==> config.mk <==
export PLATFORM = sky130hd
export DESIGN_NAME = mux_pipe_nx1
export DESIGN_NICKNAME = d
export VERILOG_FILES = /design/src/rtl/mux_pipe_nx1.sv
export SDC_FILE = /design/constraint.sdc
export NUM_CORES = 1
export LEC_CHECK = 0
export ABC_AREA = 1
export CORE_ASPECT_RATIO = 0.75
export CORE_MARGIN = 2
export CORE_UTILIZATION = 45
export CTS_CLUSTER_DIAMETER = 50
export DETAILED_ROUTE_END_ITERATION = 12
export PLACE_DENSITY = 0.72
export SLEW_MARGIN = 20
export SYNTH_ARGS = -nofsm -noshare
export SYNTH_HDL_FRONTEND = slang
export SYNTH_SLANG_ARGS = --single-unit
==> constraint.sdc <==
create_clock -name clk -period 2.7 [get_ports clk]
set_input_delay 0.405 -clock clk [delete_from_list [all_inputs] [get_ports clk]]
set_output_delay 0.405 -clock clk [all_outputs]
set_load 0.01 [all_outputs]
==> src/rtl/mux_pipe_nx1.sv <==
// Pipelined N:1 channel multiplexer built as a registered binary 2:1 tree.
// Stage k resolves select bit k (LSB first), so LEVELS = SEL_W register
// stages. A valid/ready handshake with whole-pipe stall provides
// backpressure. An optional scan counter can supply the index instead of sel.
module mux_pipe_nx1 #(
  parameter int DATA_W    = 8,
  parameter int NUM_CH    = 16,
  parameter int SEL_W     = $clog2(NUM_CH),
  parameter int SCAN_LAST = NUM_CH - 1
) (
  input  logic                     clk,
  input  logic                     rst_n,
  input  logic [NUM_CH*DATA_W-1:0] data_in,
  input  logic [SEL_W-1:0]         sel,
  input  logic                     scan_en,
  input  logic                     in_valid,
  output logic                     in_ready,
  output logic [DATA_W-1:0]        out_data,
  output logic [SEL_W-1:0]         out_ch,
  output logic                     out_err,
  output logic                     out_valid,
  input  logic                     out_ready
);

  localparam int LEVELS = SEL_W;
  localparam int NLEAF  = 1 << SEL_W;

  logic                    advance;
  logic                    launch;
  logic                    launch_err;
  logic [SEL_W-1:0]        launch_idx;
  logic [SEL_W-1:0]        scan_q;
  logic [SEL_W-1:0]        scan_d;
  logic [NLEAF*DATA_W-1:0] leaves;

  // The whole pipe moves together; bubbles are kept, never collapsed.
  assign advance    = !out_valid || out_ready;
  assign in_ready   = advance;
  assign launch     = in_valid && advance;
  assign launch_idx = scan_en ? scan_q : sel;
  assign launch_err = (32'(launch_idx) >= 32'(NUM_CH));

  // Pad the channel set to a power of two; padding leaves read as zero, so an
  // out-of-range index naturally produces zero data at the tree output.
  always_comb begin
    leaves = '0;
    leaves[NUM_CH*DATA_W-1:0] = data_in;
  end

  // Scan counter steps only on scan-mode launches and wraps after SCAN_LAST.
  always_comb begin
    scan_d = scan_q;
    if (launch && scan_en) begin
      scan_d = (32'(scan_q) == 32'(SCAN_LAST)) ? '0 : scan_q + 1'b1;
    end
  end

  // Scan counter register.
  always_ff @(posedge clk or negedge rst_n) begin
    if (!rst_n) begin
      scan_q <= '0;
    end else begin
      scan_q <= scan_d;
    end
  end

  for (genvar k = 0; k < LEVELS; k++) begin : g_lvl
    localparam int NC = NLEAF >> (k + 1);

    logic [2*NC*DATA_W-1:0] src;
    logic [SEL_W-1:0]       src_idx;
    logic                   src_err;
    logic                   src_vld;
    logic [NC*DATA_W-1:0]   dat_d;
    logic [NC*DATA_W-1:0]   dat_q;
    logic [SEL_W-1:0]       idx_q;
    logic                   err_q;
    logic                   vld_q;

    if (k == 0) begin : g_first
      assign src     = leaves;
      assign src_idx = launch_idx;
      assign src_err = launch_err;
      assign src_vld = launch;
    end else begin : g_next
      assign src     = g_lvl[k-1].dat_q;
      assign src_idx = g_lvl[k-1].idx_q;
      assign src_err = g_lvl[k-1].err_q;
      assign src_vld = g_lvl[k-1].vld_q;
    end

    // Halve the candidate set using index bit k.
    always_comb begin
      dat_d = '0;
      for (int j = 0; j < NC; j++) begin
        dat_d[j*DATA_W +: DATA_W] = src_idx[k] ? src[(2*j+1)*DATA_W +: DATA_W]
                                               : src[(2*j)*DATA_W +: DATA_W];
      end
    end

    // Stage register: shifts on advance, otherwise holds (bubbles included).
    always_ff @(posedge clk or negedge rst_n) begin
      if (!rst_n) begin
        dat_q <= '0;
        idx_q <= '0;
        err_q <= 1'b0;
        vld_q <= 1'b0;
      end else if (advance) begin
        dat_q <= dat_d;
        idx_q <= src_idx;
        err_q <= src_err;
        vld_q <= src_vld;
      end
    end
  end

  assign out_data  = g_lvl[LEVELS-1].dat_q;
  assign out_ch    = g_lvl[LEVELS-1].idx_q;
  assign out_err   = g_lvl[LEVELS-1].err_q;
  assign out_valid = g_lvl[LEVELS-1].vld_q;

endmodule

==> results.tsv, run 1 <==
metric	value	unit
status	finished clean	
arrival	1.76	ns
synth_edf_count	0	
start_util	46.5	%
place_ws	0.506	ns
cts-root-buf	clkbuf_16	
avgSynthCellArea	7.52	um^2
cp_common_cell	clkdlybuf4s50_1	
clk_pin_slew	0.06	ns
drc	0	
grt_pass1_wl	28600	um
fmax	462	MHz
crit_type	in -> out	
min_path_cells	2	
worst-slew-pin-transition	0.684	ns
cts_sinks	144	
gp_congestion	0.807	
relSlewSlack	54.4	%
dp.cells	1262	
synth_area_leaders	dfrtp_1 (50%), nand2_1 (17%), inv_1 (9.6%)	
setup_viol	0	
crit_path_end_kind	primary output	
syn_inst	952	
hold_viol_final	0	
cts_tree	built	
cp.buffers_inverters	3	
synth-xor-area-share	0	%
antenna_found_initial	0	
netlist_area	7160	um^2
die_h	113	um
cts_buffers	17	
syn_nets	1090	
async_reset_ff_share	100	%
rr_startpoint	out_valid$_DFFE_PN0P_	
synth_top_family_by_area	simple AND/OR/NAND/NOR gates	
maxSlewViolCount	0	
cts_buffer_depth	2	
p_leak	4.84	nW
synth_compound_area_share	12.9	%
dp_hpwl	11500	um
timing.rr.end	g_lvl[0].dat_q[22]$_DFFE_PN0P_	
num_rows	39	
synth.area.mux_share	0	%
ff2ff_path_depth	4	
slowest_stage	clkdlybuf4s50_1	
rsz0062_at_grt	no	
drt-total-wl	17100	um
cp.required	2.30	ns
synthDistinctLibCells	24	
n_antenna_cell	0	
hold_slack	0.470	ns
die_w	150	um
skew	0.00694	ns
min_to	out_ch[2]$_DFFE_PN0P_	
period_minus_slack	2.16	ns
ant_nets	0	
reg2reg_setup_slack	1.06	ns
min_from	out_ch[2]$_DFFE_PN0P_	
areaGrowthSynthToFinish	31.7	%
postCtsSetupBuffers	0	
final_nets	1215	
synthTopCellsByCount	nand2_1 (323), inv_1 (184), dfrtp_1 (144)	
cp_max_fo	15	
yosys.area.top_type	dfrtp_1	
drtIter0Drc	411	
seq_area_frac_synth	50.3	%
ir_drop	0.480	mV
synth.most_common_cell	nand2_1	
grtUsageTotal	21.3	%
start_kind	primary input	
yosys.area.top_type_share	50.3	%
htree_levels	4	
grt_max_degree	81	
synth-adder-area-share	0.175	%
drv_cap	0	
cpPeakStageDelay	0.57	ns
cts_resized	0	
ys_ff_latch	144	
ys.flop_type	dfrtp_1	
clk_latency	0.41	ns
wl_per_cell	13.2	um
place.port_buffers	150	
io_pins	152	
fillers	1372	
ctsHoldBuffers	1	
fin_util	61.2	%
crit_family	buffers and inverters	
fin_crit_sh	80.1	%
hp-class	reg -> reg	
grt_pass1_vias	5790	
die_area	17000	um^2
vias	6095	
crit_chain	clkdlybuf4s50_1 > inv_1 > nand2_4 > clkdlybuf4s50_1	
fin_setup_tns	0	ns
power.density	1020	nW/um^2
firstDrtPassIters	6	
avgViaCountPerCell	4.71	
drive_above_1_share	4.32	%
yosys.area_share.simple	22.7	%
timing.final.ws_setup	0.538	ns
core_area	15400	um^2
overflow	0	
fin_cells	1294	
yosysWarningCount	0	
## cell usage in the layout (no fill, tap or decap), types with 2 or more instances in the layout
master             n
bufinv_16          5
inv_1            184
dfrtp_1          143
clkdlybuf4s50_1  149
nand3_1           66
buf_12             4
clkinv_2           2
clkinvlp_4         2
nand2_1          321
o21ai_1           18
o21ai_0           59
clkbuf_1           2
buf_4              7
nand2_2            2
o21a_1            25
o211ai_1          33
a21oi_1           20
nor2_1            15
clkbuf_16         17
clkbuf_8           2
## routing by layer
| metal | part of all wire [%] | track usage [%] |
|---|---|---|
| met3 | 5.5 | 5.81 |
| met2 | 44 | 31.0 |
| met1 | 50 | 32.5 |
| met4 | 0.35 | 3.27 |
| met5 | 0 | 0 |
## how the worst max path moves through the flow
stage | start | endpoint | slack, ns | cells after the start
finish | out_ready | in_ready | 0.54 | 4
global route | out_ready | in_ready | 0.48 | 4
CTS | out_ready | in_ready | 0.53 | 4
detailed placement | out_ready | g_lvl[0].dat_q[22]$_DFFE_PN0P_ | 0.51 | 6
global placement | out_ready | in_ready | 0.53 | 4
floorplan | out_valid$_DFFE_PN0P_ | in_ready | 1.30 | 4
## power breakdown
part	switching [W]	leakage, nW	total (W)	internal, W
Sequential	0.000645	1.68	0.00383	0.00319
Clock	0.000871	0.309	0.00255	0.00168
Combinational	0.00186	2.85	0.00323	0.00136
## area by class of cell
| class | count | area [um^2] | area share [%] |
|---|---|---|---|
| sequential | 144 | 3610 | 38.2 |
| inverter | 186 | 698 | 7.40 |
| multi-input combinational | 566 | 2580 | 27.4 |
| clock inverter | 10 | 184 | 1.95 |
| clock buffer | 21 | 460 | 4.88 |
| tap | 205 | 256 | 2.72 |
| timing repair buffer | 162 | 1650 | 17.4 |
## sequential cells by signal (all words and copies together), names as in the netlist
signal and count:
scan_q 4, g_lvl.dat_q 112, out_valid 1, g_lvl.idx_q 12, g_lvl.vld_q 3, out_data 8
out_ch 4
## stage by stage
stage | power [W] | cell area [um^2]
CTS | 0.00968 | 9430
finish | 0.00961 | 9440
detailed placement | 0.00708 | 8780
global placement | 0.00697 | 8780
global route | 0.0103 | 9440
floorplan | 0.00591 | 7160
## tightest hold or removal path, stage by stage (launching register included)
cell	delay, ns
dfrtp_1	0.34
nand2_1	0.05
nand2_1	0.04
## cell families (layout without fill, tap and decap cells)
| family | after synthesis | in the layout |
|---|---|---|
| simple gates | 408 | 408 |
| buf+inv | 242 | 379 |
| compound gates | 156 | 156 |
| flops | 144 | 144 |
| fa+ha+maj | 1 | 1 |
| other cells | 1 | 1 |
(Power assumes the default switching activity.)
==> run 2: changes to the inputs <==
==> constraint.sdc (replaced) <==
create_clock -name clk -period 2.15 [get_ports clk]
set_input_delay 0.3225 -clock clk [delete_from_list [all_inputs] [get_ports clk]]
set_output_delay 0.3225 -clock clk [all_outputs]
set_load 0.01 [all_outputs]
==> results.tsv, run 2 (synthesis gave the netlist of run 1 again) <==
metric	value	unit
vias	6199	
setup_viol	0	
fin_crit_sh	90.2	%
num_rows	39	
drive_above_1_share	4.84	%
cts-root-buf	clkbuf_16	
grt_pass1_vias	5848	
ir_drop	0.665	mV
cp_common_cell	clkdlybuf4s50_1	
status	finished clean	
largest_reg_flops	112	
cts_sinks	144	
cts_tree	built	
reg2reg_setup_slack	0.64	ns
power.density	1260	nW/um^2
drt-total-wl	17200	um
start_kind	primary input	
rsz0062_at_grt	no	
antenna_found_initial	0	
grt_max_degree	83	
die_h	113	um
avgViaCountPerCell	4.77	
start_util	46.5	%
grt_pass1_wl	29100	um
ff2ff_path_depth	7	
final_cell_mix	nand2_1 (321), inv_1 (184), clkdlybuf4s50_1 (149), dfrtp_1 (143), nand3_1 (66)	
fmax	515	MHz
drc	0	
cts_buffer_depth	2	
fin_setup_tns	0	ns
clk_pin_slew	0.06	ns
multiInputGateArea	2580	um^2
period_minus_slack	1.94	ns
timing.rr.end	scan_q[2]$_DFFE_PN0P_	
gp_congestion	0.866	
cp.required	1.83	ns
crit_type	in -> out	
crit_path_end_kind	primary output	
cts_buffers	17	
final-seq-area	3600	um^2
core_area	15400	um^2
n_antenna_cell	0	
cpPeakStageDelay	0.55	ns
wl_per_cell	13.2	um
ant_nets	0	
drtIter0Drc	401	
slowest_stage	clkdlybuf4s50_1	
regMostFlops	g_lvl.dat_q	
overflow	0	
cp_max_fo	4	
rr_startpoint	out_valid$_DFFE_PN0P_	
die_area	17000	um^2
worst-slew-pin-transition	0.507	ns
clk_latency	0.41	ns
htree_levels	4	
p_leak	4.87	nW
layout_commonest_cell	nand2_1	
io_pins	152	
crit_family	buffers and inverters	
fillers	1398	
fin_util	61.5	%
firstDrtPassIters	4	
relSlewSlack	66.2	%
cp.depth	4	
cp.buffers_inverters	3	
place.port_buffers	150	
areaGrowthSynthToFinish	32.4	%
arrival	1.62	ns
drv_cap	0	
die_w	150	um
crit_chain	clkdlybuf4s50_1 > inv_1 > nand2_4 > clkdlybuf4s50_1	
grtUsageTotal	21.7	%
hold_viol_final	0	
maxSlewViolCount	0	
dp_hpwl	12000	um
final_nets	1219	
skew	0.00868	ns
hp-class	in -> async	
run 2: cell count changes in the layout (fill, tap and decap cells not counted), sizes merged:
cell	before	now
buf	12	16
clkinv	4	5
bufinv	5	2
inv	185	186
clkbuf	21	23
run 2: power by group:
group | switching, W | total [W] | leakage (nW) | internal [W]
Clock | 0.00108 | 0.00294 | 0.295 | 0.00186
Combinational | 0.00244 | 0.00426 | 2.89 | 0.00182
Sequential | 0.000733 | 0.00473 | 1.68 | 0.00400
Total | 0.00425 | 0.0119 | 4.87 | 0.00768
run 2: worst max path at each step:
stage,startpoint,endpoint,slack [ns]
final,out_ready,in_ready,0.21
after floorplan,out_valid$_DFFE_PN0P_,in_ready,0.83
after global placement,out_ready,scan_q[2]$_DFFE_PN0P_,0.19
after global routing,out_ready,in_ready,0.17
after CTS,out_ready,in_ready,0.20
after detailed placement,out_ready,scan_q[2]$_DFFE_PN0P_,0.16
run 2: through the flow:
| step | instances | hold WS [ns] | instance area [um^2] | power, W | setup slack (ns) |
|---|---|---|---|---|---|
| 2_1_floorplan | 952 | 0.0269 | 7160 | 0.00742 | 0.830 |
| 3_3_place_gp | 1266 | 0.308 | 8870 | 0.00888 | 0.190 |
| 3_5_place_dp | 1266 | 0.309 | 8870 | 0.00902 | 0.162 |
| 4_1_cts | 1299 | 0.440 | 9480 | 0.0120 | 0.204 |
| 5_1_grt | 1299 | 0.466 | 9480 | 0.0129 | 0.168 |
| 6_report | 1299 | 0.436 | 9480 | 0.0119 | 0.210 |
run 2: worst reg2reg max path, cell delays in order (launching register included):
cell	delay, ns
dfrtp_1	0.42
nand2_4	0.15
buf_12	0.25
nand2_1	0.16
nor2_1	0.22
nand2_1	0.08
nand2_1	0.06
nand2_1	0.05
run 2: timing repair:
item	in CTS	in global routing
resized for setup	0	0
endpoints found under the setup margin	0	0
endpoints found under the hold margin	48	0
hold buffers	1	0
buffers inserted	0	0
run 2: routing by layer:
metal / GRT usage, % / vias up / wire length [um]
met5: 0 / - / 0
met4: 4.72 / 0 / 117
met3: 5.20 / 10 / 819
met2: 31.3 / 163 / 7580
met1: 33.1 / 2860 / 8650
li1: - / 3166 / -
run 2: final cells by class:
cell class	instances	share of cell area, %
repair buffers	166	18.3
flip-flops and latches	144	38.0
clock inverters	9	1.10
inverters	186	7.36
well taps	205	2.70
clock buffers	23	5.25
multi-input cells	566	27.2
==> run 3: changes to the inputs <==
--- a/config.mk
+++ b/config.mk
@@ -6,7 +6,6 @@
 export NUM_CORES = 1
 export LEC_CHECK = 0
 export ABC_AREA = 1
-export CORE_ASPECT_RATIO = 0.75
 export CORE_MARGIN = 2
 export CORE_UTILIZATION = 45
 export CTS_CLUSTER_DIAMETER = 50
==> results.tsv, run 3 (synthesis gave the netlist of run 1 again) <==
metric	value	unit
status	finished clean	
switching_power	0.00413	W
crit_chain	clkdlybuf4s50_1 > inv_1 > nand2_4 > clkdlybuf4s50_1	
dp_hpwl	11500	um
maxSlewViolCount	0	
drt-total-wl	16400	um
crit_path_end_kind	primary output	
die_h	130	um
die_area	16900	um^2
n_antenna_cell	0	
cp_common_cell	clkdlybuf4s50_1	
drv_cap	0	
avgViaCountPerCell	4.69	
clk_pin_slew	0.05	ns
vias	6139	
clk_latency	0.41	ns
crit_type	in -> out	
layout_commonest_cell	nand2_1	
slowest_stage	clkdlybuf4s50_1	
ant_nets	0	
fin_setup_tns	0	ns
place_ws	0.152	ns
final_cell_mix	nand2_1 (321), inv_1 (184), clkdlybuf4s50_1 (149), dfrtp_1 (143), nand3_1 (66)	
cts_sinks	144	
rsz0062_at_grt	no	
cts_tree	built	
grt_pass1_wl	28000	um
p_seq_share	40.6	%
ir_drop	0.792	mV
hold_slack	0.420	ns
cpPeakStageDelay	0.54	ns
final_nets	1219	
drc	0	
cts-root-buf	clkbuf_16	
cts_buffer_depth	2	
areaGrowthSynthToFinish	32.2	%
num_rows	46	
fillers	1429	
cp.required	1.83	ns
hp-class	in -> async	
fin_crit_sh	88.1	%
skew	0.00469	ns
p_leak	4.87	nW
period_minus_slack	1.89	ns
setup_viol	0	
place.port_buffers	150	
grtUsageTotal	21.1	%
p_int	0.00758	W
grt_max_degree	85	
firstDrtPassIters	5	
cp.buffers_inverters	3	
core_area	15700	um^2
cts_buffers	17	
largest_reg_flops	112	
drive_above_1_share	4.57	%
wl_per_cell	12.5	um
power.density	1240	nW/um^2
htree_levels	4	
fmax	528	MHz
antenna_found_initial	0	
hold_viol_final	0	
overflow	0	
timing.final.ws_setup	0.255	ns
regMostFlops	g_lvl.dat_q	
start_kind	primary input	
p_clk_share	23.9	%
postCtsSetupBuffers	0	
cp_max_fo	3	
swShare	35.2	%
gp_congestion	0.796	
die_w	130	um
p_comb_share	35.5	%
arrival	1.57	ns
start_util	45.6	%
io_pins	152	
grt_pass1_vias	5766	
crit_family	buffers and inverters	
drtIter0Drc	453	
run 3: cell count changes in the layout (fill, tap and decap cells not counted):
cell        delta
clkbuf_1       +3
clkinvlp_4     -2
bufinv_16      -1
clkbuf_8       +1
inv_6          -1
run 3: area by class of cell:
cell class	count	area [um^2]	area share [%]
sequential	144	3600	38.1
tap	216	270	2.85
multi-input combinational	566	2580	27.3
clock buffer	27	523	5.52
timing repair buffer	166	1740	18.4
inverter	186	698	7.37
clock inverter	5	50.0	0.529
run 3: timing repair:
action	CTS	global route
hold endpoints to repair	46	0
gates resized for setup	0	0
hold buffers	1	0
run 3: metal layers:
metal	wire, um	GRT usage, %	part of all wire, %	up-vias
met4	217	6.20	1.3	0
li1	-	-	-	3175
met1	7720	30.1	47	2803
met2	7550	32.1	46	140
met5	0	0	0	-
met3	879	5.17	5.4	21
run 3: per-stage QoR:
stage	cell area (um^2)	total power [W]	std cells	util, %
floorplan	7160	0.00742	952	-
global placement	8880	0.00883	1277	56.5
detailed placement	8880	0.00896	1277	56.5
CTS	9470	0.0118	1310	60.3
global route	9470	0.0127	1310	60.3
finish	9470	0.0117	1310	60.3
run 3: worst register-to-register path: stages (launching register included):
cell,delay [ns]
dfrtp_1,0.42
nand2_4,0.12
buf_12,0.25
nand2_1,0.15
nor2_1,0.22
nand2_1,0.08
nand2_1,0.06
nand2_1,0.05
run 3: power by group through the flow:
stage          registers (W)  logic (W)  clock network [W]
3_3_place_gp         0.00475    0.00408                  0
4_1_cts              0.00475    0.00422            0.00285
5_1_grt              0.00492    0.00481            0.00298
2_1_floorplan        0.00452    0.00290                  0
6_report             0.00475    0.00416            0.00280
3_5_place_dp         0.00478    0.00418                  0
run 3: path summary, 6_finish.rpt:
path	from	to	slack, ns	cells past startpoint
worst min register to register	out_ch[1]$_DFFE_PN0P_	out_ch[1]$_DFFE_PN0P_	0.47	2
min in group clk	out_ch[1]$_DFFE_PN0P_	out_ch[1]$_DFFE_PN0P_	0.47	2
worst max-delay path	out_ready	in_ready	0.26	4
worst max register to register	out_valid$_DFFE_PN0P_	scan_q[2]$_DFFE_PN0P_	0.68	7
worst min-delay path	rst_n	g_lvl[0].dat_q[46]$_DFFE_PN0P_	0.42	2
max in group asynchronous	rst_n	g_lvl[2].dat_q[1]$_DFFE_PN0P_	1.04	3
==> RTL change 1, RTL diff (settings of run 2) <==
Change the parameter `NUM_CH` from 16 to 8.
--- a/src/rtl/mux_pipe_nx1.sv
+++ b/src/rtl/mux_pipe_nx1.sv
@@ -4,7 +4,7 @@
 // backpressure. An optional scan counter can supply the index instead of sel.
 module mux_pipe_nx1 #(
   parameter int DATA_W    = 8,
-  parameter int NUM_CH    = 16,
+  parameter int NUM_CH    = 8,
   parameter int SEL_W     = $clog2(NUM_CH),
   parameter int SCAN_LAST = NUM_CH - 1
 ) (
Interface: changed (resized data_in, out_ch and sel); port bits go from 152 to 86. The function was not compared with the original's and may differ.
==> RTL change 1 against run 2 <==
Setup slack gained 0.077 ns; first-iteration DRC count down 56%; wire length shrank 51%; design area decreased by 49%; die area shrank 48%; power fell by 56%; synthesized area fell by 49%; critical endpoint unchanged; critical path depth unchanged; highest routed layer unchanged; sequential cell count shrank 73.
==> RTL change 1: results (changes against run 2) <==
- **FF-to-FF Start** g_lvl[1].idx_q[2]
- **Top Family by Delay on Critical Path** buffers and inverters
- **Hold Path Depth** 2
- **list of most frequent post-synthesis cells** 148 x sky130_fd_sc_hd__nand2_1, 96 x sky130_fd_sc_hd__nand3_1, 86 x sky130_fd_sc_hd__inv_1
- **type of the tightest min-delay check** reg2reg
- **max incr delay on CP** 0.54 ns
- **Net count, final** 649, -47%
- **worst supply voltage drop on vdd** 0.613 mV, -7.9%
- **wire length of the first global-routing pass** 14000 µm, -52%
- **clock skew** 0.0131 ns, +0.00444 ns
- **per-cell routed wire length** 12.3 µm, -7.1%
- **total clock buffers created by CTS** 9, -8
- **number of detailed-routing iterations run before antenna repair** 4, unchanged
- **xor-xnor portion of the synthesized cell area** 0%, unchanged
- **outcome** completed
- **internal power summed over all cells** 0.00339 W, -56%
- **cell count of the worst reg-to-reg path** 3, -4
- **fraction of synthesis flops using an asynchronous set or reset pin** 100%, unchanged
- **Crit Path Max Fanout** 2, -2
- **clock insertion delay at the later pin of the skew report** 0.35 ns, -0.06 ns
- **Min-Delay Startpoint** g_lvl[0].vld_q
- **maximum number of pins on one net before global-route repair** 65, -22%
- **placer congestion estimate** 0.793, -8.4%
- **Initial DRC Count** 177, -56%
- **fin cells** 685, -47%
- **share of synthesized area occupied by flip-flops and latches** 48.6%, -1.7 points
- **end of the worst register-to-register path** out_data[5]
- **GRT Resource Usage Total** 20.3%, -1.4 points
- **arrival time at the worst endpoint** 1.54 ns, -0.08 ns
- **vias in the first global route** 2927, -50%
- **HPWL reported at the end of detailed placement** 5900 µm, -51%
- **cell chosen for the clock root** sky130_fd_sc_hd__clkbuf_8
- **clock slew seen by the registers of the worst setup and hold paths** 0.07 ns
- **top register by number of flip-flops** g_lvl.dat_q
- **Adder-Cell Fraction of Synth Area** 0.685%, +0.51 points
- **fraction of the mapped netlist area in compound gates** 6.68%, -6.3 points
- **max FFs per register** 48, -57%
- **proportion of layout cells with a drive suffix above 1** 5.34%, +0.50 points
- **CTS resizes** 0, unchanged
- **count of buffers inserted at the top-level ports** 84, -44%
- **Slew HR** 66.7%, +0.43 points
- **drt via density** 4.82, +0.95%
- **H-tree Lvls** 3, -1
- **placed cell count** 668, -47%
- **Warnings, synthesis** 0, unchanged
- **number of diodes** 0, unchanged
- **dominant register cell in the synthesized netlist** sky130_fd_sc_hd__dfrtp_1
- **fillers** 738, -47%
- **synth top area cells** sky130_fd_sc_hd__dfrtp_1 49%, sky130_fd_sc_hd__nand2_1 15%, sky130_fd_sc_hd__nand3_1 13%
- **worst setup slack for register-to-register paths** 0.86 ns, +0.22 ns
- **total leakage power** 2.52 nW, -48%
- **Syn Area/Cell** 7.29 µm², -3.0%
- **unique cell type count in the Yosys netlist** 16, -33%
- **Synth Net Count** 575, -47%
[RTL change 1: cell types whose count changed in the layout (fill, tap and decap cells not counted), sizes merged, moves of 2 or more]
cell / change
nand2: -174
o21a: -25
inv: -98
nand3: +30
o211ai: -33
buf: -5
clkbuf: -13
clkdlybuf4s50: -66
a21oi: -20
clkinv: -2
a31oi: +10
dfrtp: -73
o21ai: -42
[RTL change 1: cell families after synthesis]
logic type,after synthesis
compound gates,46
simple gates,261
fa+ha+maj,2
flops,71
other cells,1
buf+inv,120
[RTL change 1: worst max path at each step]
stage                         start        to  depth (start not counted)
final                     out_ready  in_ready                          4
after floorplan           out_valid  in_ready                          3
after CTS                 out_ready  in_ready                          4
after global placement    out_ready  in_ready                          4
after global routing      out_ready  in_ready                          4
after detailed placement  out_ready  in_ready                          4
[RTL change 1: what timing repair did]
action | CTS | global route
endpoints found under the hold margin | 38 | 0
hold buffers | 1 | 0
setup buffers | 0 | 0
setup endpoints to repair | 0 | 0
[RTL change 1: worst min-delay path, cell delays in order, from the launching register on]
cell and delay (ns):
sky130_fd_sc_hd__dfrtp_1 0.35, sky130_fd_sc_hd__nand2_1 0.05, sky130_fd_sc_hd__nand2_1 0.04
[RTL change 1: power by group through the flow]
stage	registers [W]	clock network, W	logic [W]
finish	0.00229	0.00117	0.00183
detailed placement	0.00231	0	0.00184
global route	0.00236	0.00125	0.00210
floorplan	0.00222	0	0.00117
CTS	0.00229	0.00119	0.00185
global placement	0.00229	0	0.00177
[RTL change 1: stage by stage]
stage                     hold slack (ns)  setup slack (ns)  area (µm²)
after detailed placement            0.332             0.285        4580
after global placement              0.326             0.298        4580
after floorplan                    0.0269             0.973        3650
after global routing                0.489             0.241        4810
final                               0.474             0.286        4810
after CTS                           0.474             0.281        4810
[RTL change 1: layer usage]
layer / vias up / routed length, µm / global-route usage [%]
li1: 1700 / - / -
met1: 1487 / 3880 / 28.4
met2: 107 / 3930 / 32.0
met3: 6 / 562 / 5.16
met4: 0 / 36 / 4.49
met5: - / 0 / 0
[RTL change 1: final cells by class]
| cell class | instances | area (µm²) | area share, % |
|---|---|---|---|
| well taps | 105 | 131 | 2.73 |
| clock buffers | 10 | 128 | 2.65 |
| inverters | 88 | 330 | 6.87 |
| multi-input cells | 310 | 1390 | 28.9 |
| repair buffers | 95 | 961 | 20.0 |
| flip-flops and latches | 71 | 1780 | 37.0 |
| clock inverters | 6 | 93.8 | 1.95 |
==> RTL change 2, RTL diff (settings of run 2) <==
Made on the original files. Make the reset (`rst_n`) synchronous in 2 clocked blocks.
--- a/src/rtl/mux_pipe_nx1.sv
+++ b/src/rtl/mux_pipe_nx1.sv
@@ -56,7 +56,7 @@
   end
 
   // Scan counter register.
-  always_ff @(posedge clk or negedge rst_n) begin
+  always_ff @(posedge clk) begin
     if (!rst_n) begin
       scan_q <= '0;
     end else begin
@@ -99,7 +99,7 @@
     end
 
     // Stage register: shifts on advance, otherwise holds (bubbles included).
-    always_ff @(posedge clk or negedge rst_n) begin
+    always_ff @(posedge clk) begin
       if (!rst_n) begin
         dat_q <= '0;
         idx_q <= '0;
Check against the original RTL: differs if rst_n is asserted again (counterexample within 10 cycles, from zero or initial values and one cycle with rst_n low); with rst_n held inactive, the same outputs for 10 cycles.
==> RTL change 2 against run 2 <==
Non-clock buffer count is the same; setup slack improved by 0.084 ns; wire length is 5.9% lower; synthesized cell count grew 3.0%; design area is 7.5% lower; maximum frequency up 4.5%; synthesized area down 7.7%; sequential cell count stayed put; clock skew increased by 0.00055 ns; utilization decreased by 0.58 points; highest routed layer unchanged.
Power is not compared: it rests on default switching activity, and its combinational part moved more than twofold at a synthesized area within 25%.
==> RTL change 2: results (changes against run 2) <==
- **worst setup slack for register-to-register paths** 0.54 ns, -0.10 ns
- **H-tree Lvls** 4, unchanged
- **fraction of synthesis flops using an asynchronous set or reset pin** 0%, -100 points
- **placer congestion estimate** 0.809, -6.5%
- **Slew HR** 58.5%, -7.7 points
- **unique cell type count in the Yosys netlist** 22, -8.3%
- **number of detailed-routing iterations run before antenna repair** 5, +1
- **arrival time at the worst endpoint** 1.53 ns, -0.09 ns
- **share of synthesized area occupied by flip-flops and latches** 43.6%, -6.7 points
- **cell count of the worst reg-to-reg path** 4, -3
- **dominant register cell in the synthesized netlist** sky130_fd_sc_hd__dfxtp_1
- **synth top area cells** sky130_fd_sc_hd__dfxtp_1 44%, sky130_fd_sc_hd__nand2_1 18%, sky130_fd_sc_hd__o21ai_0 11%
- **fraction of the mapped netlist area in compound gates** 17.4%, +4.5 points
- **type of the tightest min-delay check** in2reg
- **Initial DRC Count** 384, -4.2%
- **worst slack after detailed placement** 0.238 ns, +0.0753 ns
- **end of the worst register-to-register path** g_lvl[2].dat_q[0]
- **drt total wl** 16100 µm, -5.9%
- **smallest hold slack** 0.412 ns, -0.0237 ns
- **list of most frequent post-synthesis cells** 312 x sky130_fd_sc_hd__nand2_1, 144 x sky130_fd_sc_hd__dfxtp_1, 142 x sky130_fd_sc_hd__o21ai_0
- **vias in the first global route** 5548, -5.1%
- **Adder-Cell Fraction of Synth Area** 0.189%, +0.015 points
- **total vias in the final route** 6215, +0.26%
- **FF-to-FF Start** g_lvl[1].idx_q[2]
- **Net count, final** 1232, +1.1%
- **xor-xnor portion of the synthesized cell area** 0.133%, +0.13 points
- **Synth Net Count** 1119, +2.7%
- **fillers** 1376, -1.6%
- **HPWL reported at the end of detailed placement** 10800 µm, -10%
- **outcome** completed
- **switching power** 0.00170 W
- **GRT Resource Usage Total** 20.9%, -0.71 points
- **clock skew** 0.00923 ns, +0.000546 ns
==> RTL change 2: changes by cell type after synthesis, sizes merged, moves of 5 or more <==
cell / run 2 / this run
a31oi: 1 / 57
clkbuf: 20 / 42
buf: 36 / 30
o211ai: 33 / 0
a21oi: 20 / 15
dfrtp: 144 / 0
inv: 185 / 141
o21ai: 77 / 142
nor2: 16 / 21
o21a: 25 / 0
dfxtp: 0 / 144
nand2: 324 / 315
==> RTL change 2: worst max-delay path by stage <==
stage / start / end / slack [ns] / cells after the start
after detailed placement: out_ready / scan_q[0] / 0.24 / 7
after global routing: out_ready / in_ready / 0.25 / 4
final: out_ready / in_ready / 0.29 / 4
after floorplan: scan_en / g_lvl[0].dat_q[0] / 0.97 / 11
after CTS: out_ready / in_ready / 0.29 / 4
after global placement: out_ready / scan_q[0] / 0.25 / 7
==> RTL change 2: logic make-up after synthesis <==
group,Yosys count
AOI/OAI and AO/OA,215
xor gates and xnor gates,1
adders and majority gates,1
buffers and inverters,215
DFF,144
other,1
and+or+nand+nor,404
==> RTL change 2: cell type report <==
class	count	area share, %
Tap cell	200	2.85
Clock inverter	13	2.12
Inverter	143	6.12
Clock buffer	18	5.00
Multi-Input combinational cell	622	31.9
Sequential cell	144	32.8
Timing Repair Buffer	166	19.2
==> RTL change 2: stage by stage <==
step / instances / total power (W) / area, µm²
finish: 1306 / 0.00701 / 8780
global route: 1306 / 0.00732 / 8780
CTS: 1306 / 0.00705 / 8780
detailed placement: 1275 / 0.00395 / 8150
global placement: 1275 / 0.00394 / 8150
floorplan: 981 / 0.00355 / 6610
==> RTL change 2: layer usage <==
metal	GRT usage, %	part of all wire (%)	wire length (µm)	vias up
li1	-	-	-	3323
met1	30.5	52	8410	2746
met2	32.2	43	6900	138
met4	4.20	0.51	83	0
met5	0	0	0	-
met3	4.44	4.7	761	8
